`src/rtl/mult_div_unit.sv`:
```
// Iterative unsigned MULTU/DIVU sharing one W+1-bit adder/subtractor; owns HI/LO.
// Result lands WIDTH+1 cycles after start; busy stalls the pipe, new starts are ignored while busy.
module mult_div_unit #(
  parameter int WIDTH = 32
) (
  input  logic             clk,
  input  logic             rst,
  input  logic             start,
  input  logic             is_div,
  input  logic             flush,
  input  logic [WIDTH-1:0] dataA,
  input  logic [WIDTH-1:0] dataB,
  output logic             busy,
  output logic             done,
  output logic [WIDTH-1:0] hi,
  output logic [WIDTH-1:0] lo
);

  localparam int CW = $clog2(WIDTH + 1);

  typedef enum logic [1:0] {IDLE, MUL, DIV, FIN} state_t;

  state_t           state, state_nxt;
  logic [CW-1:0]    cnt;
  logic [2*WIDTH:0] acc;
  logic [2*WIDTH:0] acc_nxt;
  logic [2*WIDTH:0] div_sh;
  logic [WIDTH-1:0] opnd;
  logic [WIDTH:0]   add_a;
  logic [WIDTH:0]   add_b;
  logic [WIDTH+1:0] add_sum;
  logic             add_sub;
  logic             last;

  assign last = (cnt == CW'(1));

  always_ff @(posedge clk or posedge rst) begin
    if (rst) state <= IDLE;
    else     state <= state_nxt;
  end

  always_comb begin
    state_nxt = state;
    case (state)
      IDLE: if (start && !flush) state_nxt = is_div ? DIV : MUL;
      MUL, DIV: begin
        if (flush)     state_nxt = IDLE;
        else if (last) state_nxt = FIN;
      end
      FIN: state_nxt = IDLE;
      default: state_nxt = IDLE;
    endcase
  end

  always_comb begin
    busy = (state != IDLE);
    done = (state == FIN) && !flush;
  end

  // One adder: MUL adds the multiplicand to the upper half, DIV subtracts the
  // divisor from the shifted remainder; carry-out set means no borrow.
  always_comb begin
    div_sh  = {acc[2*WIDTH-1:0], 1'b0};
    add_sub = (state == DIV);
    add_a   = add_sub ? div_sh[2*WIDTH:WIDTH] : acc[2*WIDTH:WIDTH];
    add_b   = {1'b0, opnd};
    add_sum = {1'b0, add_a} + {1'b0, (add_sub ? ~add_b : add_b)}
            + {{(WIDTH+1){1'b0}}, add_sub};
    acc_nxt = acc;
    if (state == MUL) begin
      if (acc[0]) acc_nxt = {add_sum[WIDTH:0], acc[WIDTH-1:0]} >> 1;
      else        acc_nxt = acc >> 1;
    end else if (state == DIV) begin
      if (add_sum[WIDTH+1]) acc_nxt = {add_sum[WIDTH:0], div_sh[WIDTH-1:1], 1'b1};
      else                  acc_nxt = div_sh;
    end
  end

  // Product and remainder:quotient share the same layout, so FIN needs no mux.
  always_ff @(posedge clk or posedge rst) begin
    if (rst) begin
      acc  <= '0;
      opnd <= '0;
      cnt  <= '0;
      hi   <= '0;
      lo   <= '0;
    end else begin
      case (state)
        IDLE: begin
          if (start && !flush) begin
            acc  <= {{(WIDTH+1){1'b0}}, dataA};
            opnd <= dataB;
            cnt  <= CW'(WIDTH);
          end
        end
        MUL, DIV: begin
          acc <= acc_nxt;
          cnt <= cnt - CW'(1);
        end
        FIN: begin
          if (!flush) begin
            hi <= acc[2*WIDTH-1:WIDTH];
            lo <= acc[WIDTH-1:0];
          end
        end
        default: ;
      endcase
    end
  end

endmodule

```
`config.mk`:
```
export PLATFORM = sky130hd
export DESIGN_NAME = mult_div_unit
export DESIGN_NICKNAME = d
export VERILOG_FILES = /design/src/rtl/mult_div_unit.sv
export SDC_FILE = /design/constraint.sdc
export NUM_CORES = 1
export LEC_CHECK = 0
export BUFFER_PORTS_ARGS = -buffer_cell sky130_fd_sc_hd__buf_2
export CAP_MARGIN = 30
export CORE_MARGIN = 2
export CORE_UTILIZATION = 54
export DETAILED_ROUTE_END_ITERATION = 10
export GPL_TIMING_DRIVEN = 0
export PLACE_DENSITY_LB_ADDON = 0.1
export SLEW_MARGIN = 20
export SYNTH_ARGS = -nofsm -noshare
export SYNTH_HDL_FRONTEND = slang
export SYNTH_SLANG_ARGS = --single-unit
```
`constraint.sdc`:
```
create_clock -name clk -period 15.2 [get_ports clk]
set_clock_uncertainty 0.2 [all_clocks]
set_input_delay 0 -clock clk [delete_from_list [all_inputs] [get_ports clk]]
set_output_delay 0 -clock clk [all_outputs]
set_load 0.05 [all_outputs]
```
# After elaboration in Yosys (flattened, before gate mapping)
# Cells that the tools add are included.
[word_totals]
register_bits = 169
inputBits = 69
mem_count = 0
elab_cells = 45
latchBits = 0
mem_bits_rw = 0
output_inout_bits = 66
romBits = 0
[op_classes]
n_shift = 0
n_addsub = 3
n_eq_ne = 7
bitwise_logic = 2
n_mul = 0
n_reduce_logical = 12
div_mod_pow = 0
order_cmp = 0
mux = 15
[ops]
columns = ["cell", "n"]
rows = [
  ["65-bit two-way mux", 4],
  ["65-bit one-hot mux with 2 select lines", 1],
  ["33-bit two-way mux", 2],
  ["64-bit two-way mux", 1],
  ["33-bit by 33-bit adder with 34-bit output", 1],
  ["34-bit by 1-bit adder with 34-bit output", 1],
  ["32-bit inverter with 33-bit output", 1],
  ["6-bit one-hot mux with 2 select lines", 1],
  ["2-bit two-way mux", 4],
  ["2-bit AND reduction", 4],
  ["6-bit by 1-bit equality test with 1-bit output, second input constant", 1],
  ["6-bit two-way mux", 1],
  ["3-bit inequality test, second input constant", 2],
  ["2-bit one-hot mux with 3 select lines", 1],
  ["6-bit by 1-bit subtractor with 6-bit output, second input constant", 1],
  ["2-bit equality test, second input constant", 2],
  ["2-bit nonzero test", 2],
  ["3-bit AND reduction", 1],
  ["2-bit by 1-bit equality test with 1-bit output, second input constant", 1],
  ["1-bit logical AND", 2],
  ["2-bit logical NOT", 1],
  ["2-bit inequality test, second input constant", 1],
  ["2-bit OR reduction", 1],
  ["1-bit logical NOT", 1],
  ["1-bit inverter", 1],
]

# Longest topological paths before layout
# Gate-level depths: netlist of run 1.
[depth]
word_depth = 8
mapped_depth = 18
depth_no_buf = 13

# Least setup slack after synthesis of run 1
# OpenSTA, ideal clock, no wires.
[synth_path]
path_type = "reg-to-reg"
startpoint = "reg state[0]"
endpoint = "reg acc[63]"
t_required_ns = 14.935
path_buffers = 3
setup_ns = 0.065
period_less_slack_ns = 4.473
arrival_ns = 4.208
slack_ns = 10.727
path_stages_with_launch = 16
cell_sequence = "dfrtp_1 -> inv_1 -> ha_1 -> clkbuf_1 -> buf_1 -> clkbuf_1 -> xor2_1 -> ha_1 -> and3_1 -> a221oi_2 -> or4_4 -> a211oi_2 -> nor3_2 -> or4_4 -> a41oi_2 -> a22o_1"
[synth_between]
elab_chain_cells = 8
word_cells_on_any_way = 17
classes_between = "2 x add/sub; 4 x eq/ne; 7 x mux; 4 x reduce/logical"
[synth_rtl]
columns = ["element", "line_no", "rtl"]
rows = [
  ["from (decl)", "23", "state_t state, state_nxt;"],
  ["from (signal assigned)", "39", "else state <= state_nxt;"],
  ["2-bit equality test", "64, 73, 88", ""],
  ["33-bit two-way mux (on tied branches)", "65, 67", ""],
  ["33-bit by 33-bit adder with 34-bit output", "67", "add_sum = {1'b0, add_a} + {1'b0, (add_sub ? ~add_b : add_b)}"],
  ["34-bit by 1-bit adder with 34-bit output", "68", "+ {{(WIDTH+1){1'b0}}, add_sub};"],
  ["65-bit two-way mux", "74", "if (add_sum[WIDTH+1]) acc_nxt = {add_sum[WIDTH:0], div_sh[WIDTH-1:1], 1'b1};"],
  ["65-bit two-way mux", "73", "end else if (state == DIV) begin"],
  ["65-bit two-way mux", "70", "if (state == MUL) begin"],
  ["65-bit one-hot mux with 2 select lines", "88", "case (state)"],
  ["to (signal assigned)", "91", "acc <= {{(WIDTH+1){1'b0}}, dataA};"],
  ["to (signal assigned)", "97", "acc <= acc_nxt;"],
  ["to (decl)", "25", "logic [2*WIDTH:0] acc;"],
]
# Parallel ways exist; a longest one is shown, timed or not. The select of a mux whose other input is x is not followed.
# A chain may end at the register's enable or synchronous reset.

# Worst setup path after layout of run 1
[layout_path]
startpoint = "reg state[0]"
endpoint = "reg acc[62]"
# The elaborated chain is that of the path after synthesis.

==> results of run 1 <==
==> metrics by stage <==
stage          hold WS, ns  std cells  worst slack, ns
3_3_place_gp        0.0315       1636             8.32
6_report          -0.00731       1739             9.18
4_1_cts             0.0396       1739             9.22
3_5_place_dp       -0.0429       1637             9.32
5_1_grt             0.0808       1739             8.79
2_1_floorplan      -0.0494       1232            10.42
==> sequential cells by signal, indices dropped and copies added, names as in the netlist <==
name / flops
lo: 32
cnt: 6
state: 2
opnd: 32
acc: 65
hi: 32
==> layout make-up <==
cell class,instances,area share
Clock inverter,14,0.0114
Timing Repair Buffer,205,0.106
Buffer,78,0.0373
Sequential cell,169,0.319
Clock buffer,18,0.0331
Tap cell,270,0.0255
Inverter,23,0.00708
Multi-Input combinational cell,962,0.461
==> placed cells by master, fill, tap and decap left out, types with 7 or more instances in the layout <==
cell           count
a211oi_1          14
a21o_1            17
a21oi_1          101
a22o_1             8
and3_1             9
buf_1              7
buf_2            140
buf_6              8
clkbuf_1          45
clkbuf_16         17
clkbuf_8           7
dfrtp_1          169
dlygate4sd3_1     70
ha_1              37
inv_1             19
inv_8              7
mux2_2            62
mux2i_1           49
nand2_1          284
nand3_1           16
nor2_1            68
nor3_1             7
o211ai_1          11
o21ai_0           77
o21ai_1           17
xnor2_1           13
xor2_1            47
==> how the worst min path moves through the flow <==
stage                   start        to  slack [ns]  cells after the start
finish                    rst  opnd[29]      -0.007                      3
global route              rst  opnd[28]        0.08                      3
CTS                       rst  opnd[31]        0.04                      3
detailed placement        rst  opnd[31]       -0.04                      2
global placement     dataB[3]   opnd[3]        0.03                      2
floorplan           dataB[29]  opnd[29]       -0.05                      1
==> tightest hold or removal path: stages <==
cell,delay [ns]
dlygate4sd3_1,0.53
buf_2,0.15
inv_8,0.44
==> per-layer routing <==
metal / part of all wire / global-route usage / vias to the layer above
met5: 0 / 0 / -
met4: 0.024 / 0.0985 / 0
met1: 0.45 / 0.429 / 4777
li1: - / - / 4804
met3: 0.069 / 0.0497 / 57
met2: 0.45 / 0.482 / 419
==> cells by family (layout without fill, tap and decap cells) <==
family | Yosys count | in the layout | synth area share
xor+xnor | 60 | 60 | 0.0481
simple gates | 427 | 427 | 0.166
buf+inv | 101 | 338 | 0.0532
mux | 112 | 112 | 0.110
fa+ha+maj | 38 | 38 | 0.0442
compound gates | 325 | 325 | 0.191
flops | 169 | 169 | 0.387
==> summary.md, run 1 <==
| Metric | Value |
|---|---|
| Worst r2r src | state[0] |
| Total negative slack | 0 ns |
| Endpoints failing hold | 7 |
| Clock tree buffer depth | 2 |
| Status | finished, violations left |
| Cts repair resizes | 0 |
| Crit start category | flop |
| Worst-margin pin slew | 0.852 ns |
| TritonCTS clock tree | built |
| DR pass1 iterations | 5 |
| Buffers inserted by post-CTS timing repair | 0 |
| Final Cell Area | 13300 sq um |
| Initial Utilization | 0.545 |
| Detailed placement HPWL | 23400 microns |
| CP top delay family | compound AO/OA/AOI/OAI gates |
| Count leader, synth | nand2_1 |
| Chip width | 146 microns |
| DP Area | 12000 sq um |
| Max-slew violation count | 0 |
| Final Net Count | 1563 |
| Synth top area cells | dfrtp_1 39%, nand2_1 9.8%, mux2_2 6.4% |
| Flops & latches, synth | 169 |
| Util after Layout | 0.661 |
| Multi-input gate area | 6110 sq um |
| Ys flop type | dfrtp_1 |
| R2r worst-path depth | 15 |
| Number of I/O pins | 135 |
| Synth warn | 0 |
| Critical path capture point type | flop |
| Post-synth net total | 1339 |
| Post-synthesis sequential area ratio | 0.387 |
| WL/cell | 18.6 microns |
| Antenna violations before repair | 0 |
| Fillers | 1732 |
| DRC Markers | 0 |
| Hold buffers post-CTS | 70 |
| CP cell instances | inv_1 -> ha_1 -> clkbuf_1 -> buf_1 -> clkbuf_1 -> xor2_1 -> ha_1 -> a21oi_1 -> nor2_1 -> a2111oi_0 -> o31ai_1 -> a41oi_1 -> xor2_1 -> o21ai_0 -> a32o_1 |
| Total CTS buffers | 17 |
| Fraction of layout cells with a size suffix above 1 | 0.188 |
| Largest net degree at the start of global routing | 94 |
| Unrepaired setup endpoints after global routing | no |
| Post-synth top area cell | dfrtp_1 |
| Via count | 10100 |
| CP Class | flop to flop |
| CTS clk-pin slew, worst paths | 0.07 ns |
| Worst path required time | 15.33 ns |
| Bufs and invs on worst path | 4 |
| Number of synthesized flops with an enable pin | 0 |
| Tot GR Track Use | 0.304 |
| Clk sinks | 169 |
| Vias in the first global route | 9767 |
| Worst hold slack | -0.00731 ns |
| Min Tclk post-route | 6.02 ns |
| Unique cell type count in the Yosys netlist | 85 |
| Arrival time at the worst endpoint | 6.15 ns |
| Capture point of the worst reg-to-reg path | acc[62] |
| Slack of the worst reg-to-reg path | 9.18 ns |
| Yosys top cell area share | 0.387 |
| Crit path max fanout | 10 |
| Placeable Area | 20000 sq um |
| Area growth syn-to-layout | 21.4% |
| Mapped Area | 10900 sq um |
| Die Ht | 146 microns |
| Row count | 52 |
| Levels on crit path | 15 |
| Max-Cap Viols | 0 |
| Hold Crit Class | input port to async pin |
| Max Clk Rate | 166 MHz |
| Syn avg cell area | 8.86 sq um |
| Final wirelength | 32300 microns |
| IO Port Bufs | 134 |
| Initial DRC count | 816 |
| RePlAce Congestion | 0.927 |
| Synth async-reset ratio | 1.00 |
| Mapped Cells | 1232 |
| Failing checks | negative hold slack |
| Die Footprint | 21400 sq um |
| Remaining antenna violation count after routing | 0 |
| Worst-Skew Late Latency | 0.44 ns |
| Overflow after GRT | 0 |
| Clk root buf | clkbuf_16 |
| Inserted Diodes | 0 |
| Tcrit/Tclk final | 0.396 |
| Worst slew margin | 0.417 |
| Final setup violation count | 0 |
| List of most frequent post-synthesis cells | 284 x nand2_1, 169 x dfrtp_1, 101 x a21oi_1 |
| Max stage delay cell, worst path | a2111oi_0 |
| CTS H-tree depth | 4 |
| Via density | 5.78 |
| First-pass GRT wire length | 51800 microns |
| Critical path endpoint | acc[62] |
| Reg area | 4230 sq um |
| Largest stage delay, worst path | 0.78 ns |
| Crit path from | state[0] |
Power of run 1 is not shown: default switching activity piles up to over one toggle a cycle in this logic, so the estimate is an artifact.
==> inputs of run 2 (changes only) <==
clock period = 6 ns   (was 15.2 ns; I/O delays follow)
==> run 2 against run 1 <==
Against the previous run:
- the flow still finishes with violations (negative hold slack)
- fmax up 7.4%
- die area unchanged
- cell count stayed put
- critical path type unchanged
- largest cell class unchanged
==> summary.md, run 2 (synthesized netlist as in run 1, its figures left out) <==
| Metric | Value |
|---|---|
| Commonest non-fill, non-tap cells in the layout | 284 x nand2_1, 169 x dfrtp_1, 140 x buf_2 |
| Vias in the first global route | 9767 (unchanged) |
| Worst-margin pin slew | 0.861 ns (+0.00856 ns) |
| Die Footprint | 21400 sq um (unchanged) |
| Clk root buf | clkbuf_16 |
| Via count | 10100 (+0.27%) |
| Clock tree buffer depth | 2 (unchanged) |
| Final setup violation count | 0 (unchanged) |
| Final Net Count | 1563 (unchanged) |
| Critical path capture point type | flop |
| Total CTS buffers | 17 (unchanged) |
| Placeable Area | 20000 sq um (unchanged) |
| Failing checks | negative hold slack |
| CTS clk-pin slew, worst paths | 0.07 ns (about the same) |
| DP Area | 12000 sq um (unchanged) |
| Status | finished, violations left |
| Die Ht | 146 microns (unchanged) |
| Largest stage delay, worst path | 0.78 ns (about the same) |
| Max Clk Rate | 178 MHz (+7.4%) |
| Bufs and invs on worst path | 3 (-1) |
| Inserted Diodes | 0 (unchanged) |
| WL/cell | 18.6 microns (+0.16%) |
| Initial Utilization | 0.545 (unchanged) |
| Max-Cap Viols | 0 (unchanged) |
| Worst hold slack | -0.0114 ns (-0.00407 ns) |
| Remaining antenna violation count after routing | 0 (unchanged) |
| CTS H-tree depth | 4 (unchanged) |
| Arrival time at the worst endpoint | 5.74 ns (-0.41 ns) |
| Overflow after GRT | 0 (unchanged) |
| DRC Markers | 0 (unchanged) |
| Max stage delay cell, worst path | a2111oi_0 |
| Largest register by flop count | acc |
| Number of I/O pins | 135 (unchanged) |
| Unrepaired setup endpoints after global routing | no |
| Detailed placement HPWL | 23400 microns (unchanged) |
| Chip width | 146 microns (unchanged) |
| Worst r2r src | state[0] |
| Crit path max fanout | 10 (unchanged) |
| Clk sinks | 169 (unchanged) |
| R2r worst-path depth | 14 (-1) |
| CP Class | flop to flop |
| Min Tclk post-route | 5.61 ns (-0.414 ns) |
| Capture point of the worst reg-to-reg path | acc[62] |
| Largest net degree at the start of global routing | 94 (unchanged) |
| Area growth syn-to-layout | 21.4% (about the same) |
| Worst path required time | 6.13 ns (-9.20 ns) |
| TritonCTS clock tree | built |
| IO Port Bufs | 134 (unchanged) |
| Largest register FFs | 65 (unchanged) |
| DR pass1 iterations | 5 (unchanged) |
| Worst slew margin | 0.411 (-0.00586) |
| Tot GR Track Use | 0.304 (unchanged) |
| CP top delay family | compound AO/OA/AOI/OAI gates |
| Worst-Skew Late Latency | 0.45 ns (about the same) |
| Final wirelength | 32300 microns (+0.16%) |
| Antenna violations before repair | 0 (unchanged) |
| Row count | 52 (unchanged) |
| Endpoints failing hold | 26 (+19) |
| Max-slew violation count | 0 (unchanged) |
| Hold Crit Class | input port to async pin |
| Initial DRC count | 893 (+9.4%) |
| Util after Layout | 0.661 (about the same) |
| Crit start category | flop |
| Via density | 5.80 (+0.27%) |
| Tcrit/Tclk final | 0.935 (+0.539) |
| Final Cell Area | 13300 sq um (about the same) |
| Total negative slack | 0 ns (unchanged) |
| RePlAce Congestion | 0.927 (unchanged) |
| CP cell instances | inv_1 -> ha_1 -> clkbuf_1 -> clkbuf_1 -> mux2_2 -> ha_1 -> a21oi_1 -> o21ai_0 -> a2111oi_0 -> o31ai_1 -> a41oi_1 -> xor2_1 -> o21ai_0 -> a32o_1 |
| Commonest non-fill, non-tap cell in the layout | nand2_1 |
| First-pass GRT wire length | 51800 microns (unchanged) |
| Slack of the worst reg-to-reg path | 0.39 ns (-8.79 ns) |
| Fraction of layout cells with a size suffix above 1 | 0.190 (+0.00204) |
-- run 2: worst max path at each step --
stage | start | endpoint | slack (ns) | cells after the start
2_1_floorplan | rst | acc[0] | 1.22 | 1
3_3_place_gp | rst | hi[3] | -0.88 | 2
3_5_place_dp | state[0] | acc[62] | 0.12 | 15
4_1_cts | state[0] | acc[62] | 0.02 | 15
5_1_grt | state[0] | acc[62] | 0.11 | 14
6_report | state[0] | acc[62] | 0.39 | 14
-- run 2: routing by layer --
metal	part of all wire	GRT usage
met1	0.45	0.429
met2	0.45	0.482
met3	0.070	0.0497
met4	0.024	0.0985
met5	0	0
-- run 2: cell type report --
cell class                      instances  area [sq um]
Fill cell                            1730          6780
Multi-Input combinational cell        962          6110
Sequential cell                       169          4230
Timing Repair Buffer                  205          1400
Buffer                                 78           498
Clock buffer                           18           439
Tap cell                              270           338
Clock inverter                         14           151
Inverter                               23          93.8
-- run 2: worst register-to-register path, stage by stage (launching register included) --
cell	delay (ns)
dfrtp_1	0.40
inv_1	0.12
ha_1	0.35
clkbuf_1	0.44
clkbuf_1	0.59
mux2_2	0.43
ha_1	0.41
a21oi_1	0.27
o21ai_0	0.19
a2111oi_0	0.78
o31ai_1	0.33
a41oi_1	0.31
xor2_1	0.30
o21ai_0	0.13
a32o_1	0.26
-- run 2: stage by stage --
step           setup WS [ns]  std cells  hold slack, ns
2_1_floorplan           1.22       1232         -0.0494
3_3_place_gp          -0.877       1636          0.0315
3_5_place_dp           0.125       1637         -0.0429
4_1_cts               0.0172       1739          0.0396
5_1_grt                0.110       1739          0.0808
6_report               0.391       1739         -0.0114
-- run 2: repair_timing --
item,4_1_cts,5_1_grt
resized for setup,0,6
buffers inserted,0,0
endpoints found under the hold margin,161,0
endpoints found under the setup margin,0,33
hold buffers,70,0
Power of run 2 is left out for the same reason.
